`src/rtl/pipe_hold_ctrl_pkg.sv`:
```
// Purpose: shared hold-flag codes and controller FSM encoding for the pipeline hold/flush logic.
// Latency: n/a (types and constants only).
// Backpressure: n/a.
package pipe_hold_ctrl_pkg;

  // One code per pipeline register, the same for every register and the PC.
  typedef logic [2:0] hold_flag_bus_t;

  localparam hold_flag_bus_t HOLD_NONE  = 3'b000;  // register updates normally
  localparam hold_flag_bus_t HOLD_FLUSH = 3'b001;  // register loads its reset value
  localparam hold_flag_bus_t HOLD_HOLD  = 3'b010;  // register keeps its data

  // RUN: no jump queued. PEND: an EX jump arrived under a MEM stall and waits.
  typedef enum logic {
    RUN  = 1'b0,
    PEND = 1'b1
  } state_t;

endpackage

```
`src/rtl/pipe_hold_ctrl_stall_timer.sv`:
```
// Purpose: counts consecutive mem_wait cycles and raises a sticky timeout.
// Latency: stall_timeout registered; sets on the edge where the count reaches TIMEOUT.
// Backpressure: none; observes mem_wait only.
// Ports: clk, rst (async, active-low), mem_wait in, stall_timeout out.
module stall_timer #(
  parameter int CW      = 8,
  parameter int TIMEOUT = 255
) (
  input  logic clk,
  input  logic rst,
  input  logic mem_wait,
  output logic stall_timeout
);

  localparam logic [CW-1:0] CNT_MAX = '1;
  // Count value one edge before the timeout threshold is reached.
  localparam logic [CW-1:0] CNT_PRE = CW'(TIMEOUT - 1);

  logic [CW-1:0] stall_cnt;

  always_ff @(posedge clk or negedge rst) begin
    if (!rst) begin
      stall_cnt     <= '0;
      stall_timeout <= 1'b0;
    end else begin
      // Any cycle without a memory wait ends the stall run.
      if (!mem_wait) begin
        stall_cnt <= '0;
      end else if (stall_cnt != CNT_MAX) begin
        stall_cnt <= stall_cnt + 1'b1;
      end
      // Sticky: only reset clears it.
      if (mem_wait && (stall_cnt == CNT_PRE)) begin
        stall_timeout <= 1'b1;
      end
    end
  end

endmodule

```
`src/rtl/pipe_hold_ctrl.sv`:
```
// Purpose: central hold/flush controller; merges ID/EX/MEM stall and redirect requests into per-register hold flags.
// Latency: flags and redirect are combinational (0 cycles); FSM, pend_addr and stall timer update on clk.
// Backpressure: mem_wait > div_busy > redirect > load_use; a jump seen under mem_wait is queued until the stall clears.
// Ports: clk, rst (async, active-low); load_use_req, div_busy, jump_req, jump_addr, mem_wait in;
//        pc/ifid/idex/exmem/memwb_flag, redirect_valid, redirect_addr, stall_timeout out.
module pipe_hold_ctrl
  import pipe_hold_ctrl_pkg::*;
#(
  parameter int AW      = 32,
  parameter int TIMEOUT = 255,
  parameter int CW      = 8
) (
  input  logic           clk,
  input  logic           rst,
  input  logic           load_use_req,
  input  logic           div_busy,
  input  logic           jump_req,
  input  logic [AW-1:0]  jump_addr,
  input  logic           mem_wait,
  output hold_flag_bus_t pc_flag,
  output hold_flag_bus_t ifid_flag,
  output hold_flag_bus_t idex_flag,
  output hold_flag_bus_t exmem_flag,
  output hold_flag_bus_t memwb_flag,
  output logic           redirect_valid,
  output logic [AW-1:0]  redirect_addr,
  output logic           stall_timeout
);

  state_t          state, state_nxt;
  logic [AW-1:0]   pend_addr, pend_addr_nxt;

  // State register. Reset drops any queued jump.
  always_ff @(posedge clk or negedge rst) begin
    if (!rst) begin
      state     <= RUN;
      pend_addr <= '0;
    end else begin
      state     <= state_nxt;
      pend_addr <= pend_addr_nxt;
    end
  end

  // Next state. In PEND a re-asserted jump_req is the same held EX
  // instruction, so the captured target is never overwritten.
  always_comb begin
    state_nxt     = state;
    pend_addr_nxt = pend_addr;
    case (state)
      RUN: begin
        if (mem_wait && jump_req) begin
          state_nxt     = PEND;
          pend_addr_nxt = jump_addr;
        end
      end
      PEND: begin
        if (!mem_wait && !div_busy) begin
          state_nxt = RUN;
        end
      end
      default: state_nxt = RUN;
    endcase
  end

  // Output decode, highest priority first.
  always_comb begin
    pc_flag        = HOLD_NONE;
    ifid_flag      = HOLD_NONE;
    idex_flag      = HOLD_NONE;
    exmem_flag     = HOLD_NONE;
    memwb_flag     = HOLD_NONE;
    redirect_valid = 1'b0;
    redirect_addr  = jump_addr;
    if (mem_wait) begin
      // Freeze everything up to MEM; bubble into WB.
      pc_flag    = HOLD_HOLD;
      ifid_flag  = HOLD_HOLD;
      idex_flag  = HOLD_HOLD;
      exmem_flag = HOLD_HOLD;
      memwb_flag = HOLD_FLUSH;
    end else if (div_busy) begin
      // Jump from an unfinished EX op is not yet valid; ignore it.
      pc_flag    = HOLD_HOLD;
      ifid_flag  = HOLD_HOLD;
      idex_flag  = HOLD_HOLD;
      exmem_flag = HOLD_FLUSH;
    end else if ((state == PEND) || jump_req) begin
      // Redirect flushes the two wrong-path instructions; this also
      // overrides a load-use hazard on the flushed ID instruction.
      redirect_valid = 1'b1;
      redirect_addr  = (state == PEND) ? pend_addr : jump_addr;
      ifid_flag      = HOLD_FLUSH;
      idex_flag      = HOLD_FLUSH;
    end else if (load_use_req) begin
      pc_flag   = HOLD_HOLD;
      ifid_flag = HOLD_HOLD;
      idex_flag = HOLD_FLUSH;
    end
  end

  stall_timer #(
    .CW      (CW),
    .TIMEOUT (TIMEOUT)
  ) u_stall_timer (
    .clk           (clk),
    .rst           (rst),
    .mem_wait      (mem_wait),
    .stall_timeout (stall_timeout)
  );

endmodule

```
`config.mk`:
```
export PLATFORM = sky130hd
export DESIGN_NAME = pipe_hold_ctrl
export DESIGN_NICKNAME = d
export VERILOG_FILES = /design/src/rtl/pipe_hold_ctrl_pkg.sv /design/src/rtl/pipe_hold_ctrl_stall_timer.sv /design/src/rtl/pipe_hold_ctrl.sv
export SDC_FILE = /design/constraint.sdc
export NUM_CORES = 1
export LEC_CHECK = 0
export ABC_AREA = 1
export ABC_CLOCK_PERIOD_IN_PS = 1100
export CAP_MARGIN = 20
export CORE_MARGIN = 2
export CORE_UTILIZATION = 40
export DETAILED_ROUTE_END_ITERATION = 8
export PLACE_DENSITY = 0.77
export SETUP_SLACK_MARGIN = 0.5
export SYNTH_ARGS = -nofsm -noshare
export SYNTH_HDL_FRONTEND = slang
export SYNTH_SLANG_ARGS = --single-unit
```
`constraint.sdc`:
```
create_clock -name clk -period 1.1 [get_ports clk]
set_input_delay 0.275 -clock clk [delete_from_list [all_inputs] [get_ports clk]]
set_output_delay 0.275 -clock clk [all_outputs]
set_load 0.03 [all_outputs]
```
# After elaboration in Yosys (flattened, before gate mapping)
# Index checks and enable logic that the tools add are counted.
# classes
muxes,26
n_addsub,1
eq_ne,3
n_bitwise,1
reduce_logical,7
# ops
op,count
$mux W32,4
$mux W2,10
$mux W8,2
$mux W1,9
$add A8 B1 Y8 const B,1
$eq A8 B8 Y1 const B,1
$ne A8 B8 Y1 const B,1
$logic_and A1 B1 Y1,3
$logic_not A1 Y1,2
$ne A2 B1 Y1 const B,1
$pmux W1 S2,1
$reduce_and A2 Y1,1
$logic_or A1 B1 Y1,1
$not A1 Y1,1
# word_totals
reg_bits,42
input_bits,38
elab_cells,42
out_inout_bits,49

# Longest topological paths before layout
# depth
word_depth,4
ltp_mapped,7
ltp_nobuf,7

# By module
# From an unflattened synthesis, not the netlist that was laid out.
# unflattened
hier_cells,340
area_unflattened_um2,2512.4
# by_module_without_submodules
module,cells_each,seq_area_each_um2,n_inst,area_per_inst_um2
pipe_hold_ctrl,275,825.8,1,1991.9
stall_timer,65,225.2,1,520.5

# Worst setup path after synthesis
# OpenSTA, ideal clock, no wires.
# synth_timing
path_type,in2out
from,input port mem_wait
to,output port pc_flag[1]
t_arrival_ps,1641
slack_ps,-816
t_required_ps,825
path_buffers,1
stages,5
cell_sequence,nor2_4 inv_1 nor2_1 a21oi_1 buf_4
# synth_between
elab_chain_cells,1
# synth_lines
item,line,text
start: declaration,pipe_hold_ctrl.sv:19,"input logic mem_wait,"
$mux W2,pipe_hold_ctrl.sv:74,if (mem_wait) begin
end: declaration,pipe_hold_ctrl.sv:20,"output hold_flag_bus_t pc_flag,"
# No other way between the ends.

# Worst setup path in the final report
# layout_timing
from,register state
to,output port redirect_addr[22]
# layout_between
elab_chain_cells,4
elab_cells_between_ends,5
classes_between,4 x mux; 1 x reduce/logical
# layout_lines
item,line,text
start: declaration,pipe_hold_ctrl.sv:30,"state_t state, state_nxt;"
start signal: assignment,pipe_hold_ctrl.sv:39,state <= state_nxt;
$mux W32 or $logic_or A1 B1 Y1 (tied branches),"pipe_hold_ctrl.sv:91, pipe_hold_ctrl.sv:87",
$mux W32 *,pipe_hold_ctrl.sv:87,end else if ((state == PEND) || jump_req) begin
$mux W32 *,pipe_hold_ctrl.sv:81,end else if (div_busy) begin
$mux W32 *,pipe_hold_ctrl.sv:74,
end: declaration,pipe_hold_ctrl.sv:26,"output logic [AW-1:0] redirect_addr,"
# Every way passes the cells marked *; elsewhere a longest branch is shown, timed or not.

==> flow_summary.toml <==
[status]
status = "finished with violations"
failed_checks = "hold timing, setup timing"

[finish]
area_growth_pct = 99.0
layout_common_cells = "buf_4, buf_6, nand2_1, dfrtp_1, inv_1"
drive_gt1_share_pct = 52.8
final_nets = 471
final_common_cell = "buf_4"
layout.cells.non_filler = 504
n_antenna_cell = 0

[power]
cellLeakagePower_nw = 2.12
pwr-share-seq_pct = 39.4
p_int_mw = 3.45
clkPwrFrac_pct = 19.5
p_comb_share_pct = 41.1
switching_share_pct = 36.6
vdd_drop_max_v = 0.000863
p_sw_mw = 1.99
power_per_cell_area_nw_per_um2 = 1220

[timing]
finalSetupTns_ps = -31030
drv_slew = 0
fmaxAchievable_mhz = 576
setup_ws_ps = -635
hold_violations = 42
hold_slack_ps = -78.6
period_needed_ps = 1730
fin_crit_sh_pct = 158
finClkSkew_ps = 12.1
setup_violations = 79
grt_setup_unrepaired = "yes"

[global_routing]
grt_overflow = 0
grt_use_total_pct = 23.0
grt_pass1_vias = 2527
antenna_found_initial = 0
grt_pass1_wl_um = 11400
grt_start_max_net_pins = 43

[critical_path]
cpLargestDelayFamily = "flip-flops"
r2r-end = "pend_addr[28]"
arrival_ps = 1460
critPathMaxStageDelay_ps = 450
crit_fanout = 8
cp_cell_sequence = "nand2_8 -> bufbuf_16 -> a21oi_4 -> buf_6"
endpoint = "redirect_addr[22]"
path_class = "reg -> out"
cp.required_ps = 820
crit_path_start = "state"
start_kind = "flip-flop"
cpMaxStageDelayCell = "dfrtp_2"
path_depth = 4
endpoint_kind = "primary output"
worstReg2RegStart = "state"
rr_worst_depth = 7
rrSetupSlack_ps = -350
crit_buf_inv = 2

[placement]
post-place-cells = 473
place_ws_ps = -787
place_congestion = 0.762
portBuffers = 79
dp_hpwl_um = 4180

[floorplanning]
die_h_um = 78.9
rows = 27
ios = 87
dieArea_um2 = 6220
start_util_pct = 41.0
coreArea_um2 = 5470
dieWidth_um = 78.9

[clock_network]
cts_made_buffers = 5
cts_tree = "built"
cts_root_buf = "clkbuf_8"
cts.sinks = 42
htreeDepth = 2
clk_pin_slew_ps = 90
cts.path.max_buffers = 2
clkLatencyLatePin_ps = 300

[synthesis]
synth-seq-area-share_pct = 46.9
synth_cell_types = 21
ys.warnings.count = 0
synth-seq-cells = 42
syn-mean-instance-area_um2 = 7.60
netlist_instances = 295
syn_area_um2 = 2240

[detailed_routing]
drt-total-wl_um = 7200
wl_per_cell_um = 14.3
drt_iter0_drc = 68
antenna_left = 0
drt_first_pass_iters = 4
drc = 0
num_vias = 2448
viasPerCell = 4.86

[min_path]
hp-class = "in -> async"

[flow_run]
drv_cap = 0
[power by group through the flow]
stage	Combinational [mW]	Sequential, mW	Clock (mW)
finish	2.24	2.15	1.06
global route	2.40	2.17	1.13
CTS	2.15	2.13	1.05
detailed placement	1.80	2.08	0
global placement	1.75	2.07	0
floorplan	1.22	2.03	0
[routing by layer]
layer / GRT usage, % / up-vias / wire length, um
met5: 0 / - / 0
met4: 7.24 / 0 / 186
met3: 3.86 / 18 / 321
met2: 42.7 / 85 / 3870
met1: 27.1 / 1160 / 2820
li1: - / 1185 / -
[registers in the layout (all words and copies together) (netlist names)]
register / cells
pend_addr: 32
u_stall_timer.stall_cnt: 8
state: 1
u_stall_timer.stall_timeout: 1
[final cells by class]
class                           instances  area, um2
Sequential cell                        42       1050
Clock buffer                            7       86.3
Tap cell                               72       90.1
Multi-Input combinational cell        191       1500
Clock inverter                          1       5.00
Inverter                               43        166
Fill cell                             331       1010
Timing Repair Buffer                  148       1560
[per-stage QoR]
stage,hold slack [ps],utilization (%),power (mW),area [um2]
3_5_place_dp,268,67.0,3.89,3670
5_1_grt,-53.0,81.5,5.70,4460
4_1_cts,-53.9,79.4,5.34,4350
6_report,-78.6,81.5,5.44,4460
2_1_floorplan,-20.6,-,3.25,2720
3_3_place_gp,263,67.0,3.82,3670
[Yosys cell counts (all sizes together)]
master,count,area (um2)
dfrtp,42,1050
nand2,50,193
a31o,1,8.76
a31oi,2,12.5
nand4,1,6.26
ha,2,25.0
buf,24,181
o21ai,37,185
nand3,6,30.0
a21oi,35,175
clkbuf,1,3.75
inv,43,161
nor2,50,205
conb,1,3.75
[cells by family after synthesis]
logic type	synth area share [%]
simple gates	19.4
compound gates	17.0
flops	46.9
fa+ha+maj	1.12
other cells	0.167
buf+inv	15.5
[worst min-delay path by stage]
stage | startpoint | endpoint | slack [ps] | cells after the start
2_1_floorplan | rst | pend_addr[0] | -20 | 0
3_3_place_gp | rst | u_stall_timer.stall_cnt[1] | 260 | 2
3_5_place_dp | rst | u_stall_timer.stall_cnt[1] | 270 | 2
4_1_cts | rst | u_stall_timer.stall_cnt[1] | -50 | 2
5_1_grt | rst | u_stall_timer.stall_cnt[0] | -50 | 2
6_report | rst | pend_addr[1] | -80 | 2
[what timing repair did]
item,in CTS,in global routing
pin swaps,14,7
gates cloned,6,0
resized for setup,109,21
buffers inserted,9,8
hold endpoints to repair,42,42
endpoints found under the setup margin,84,84
(Power assumes the default switching activity.)
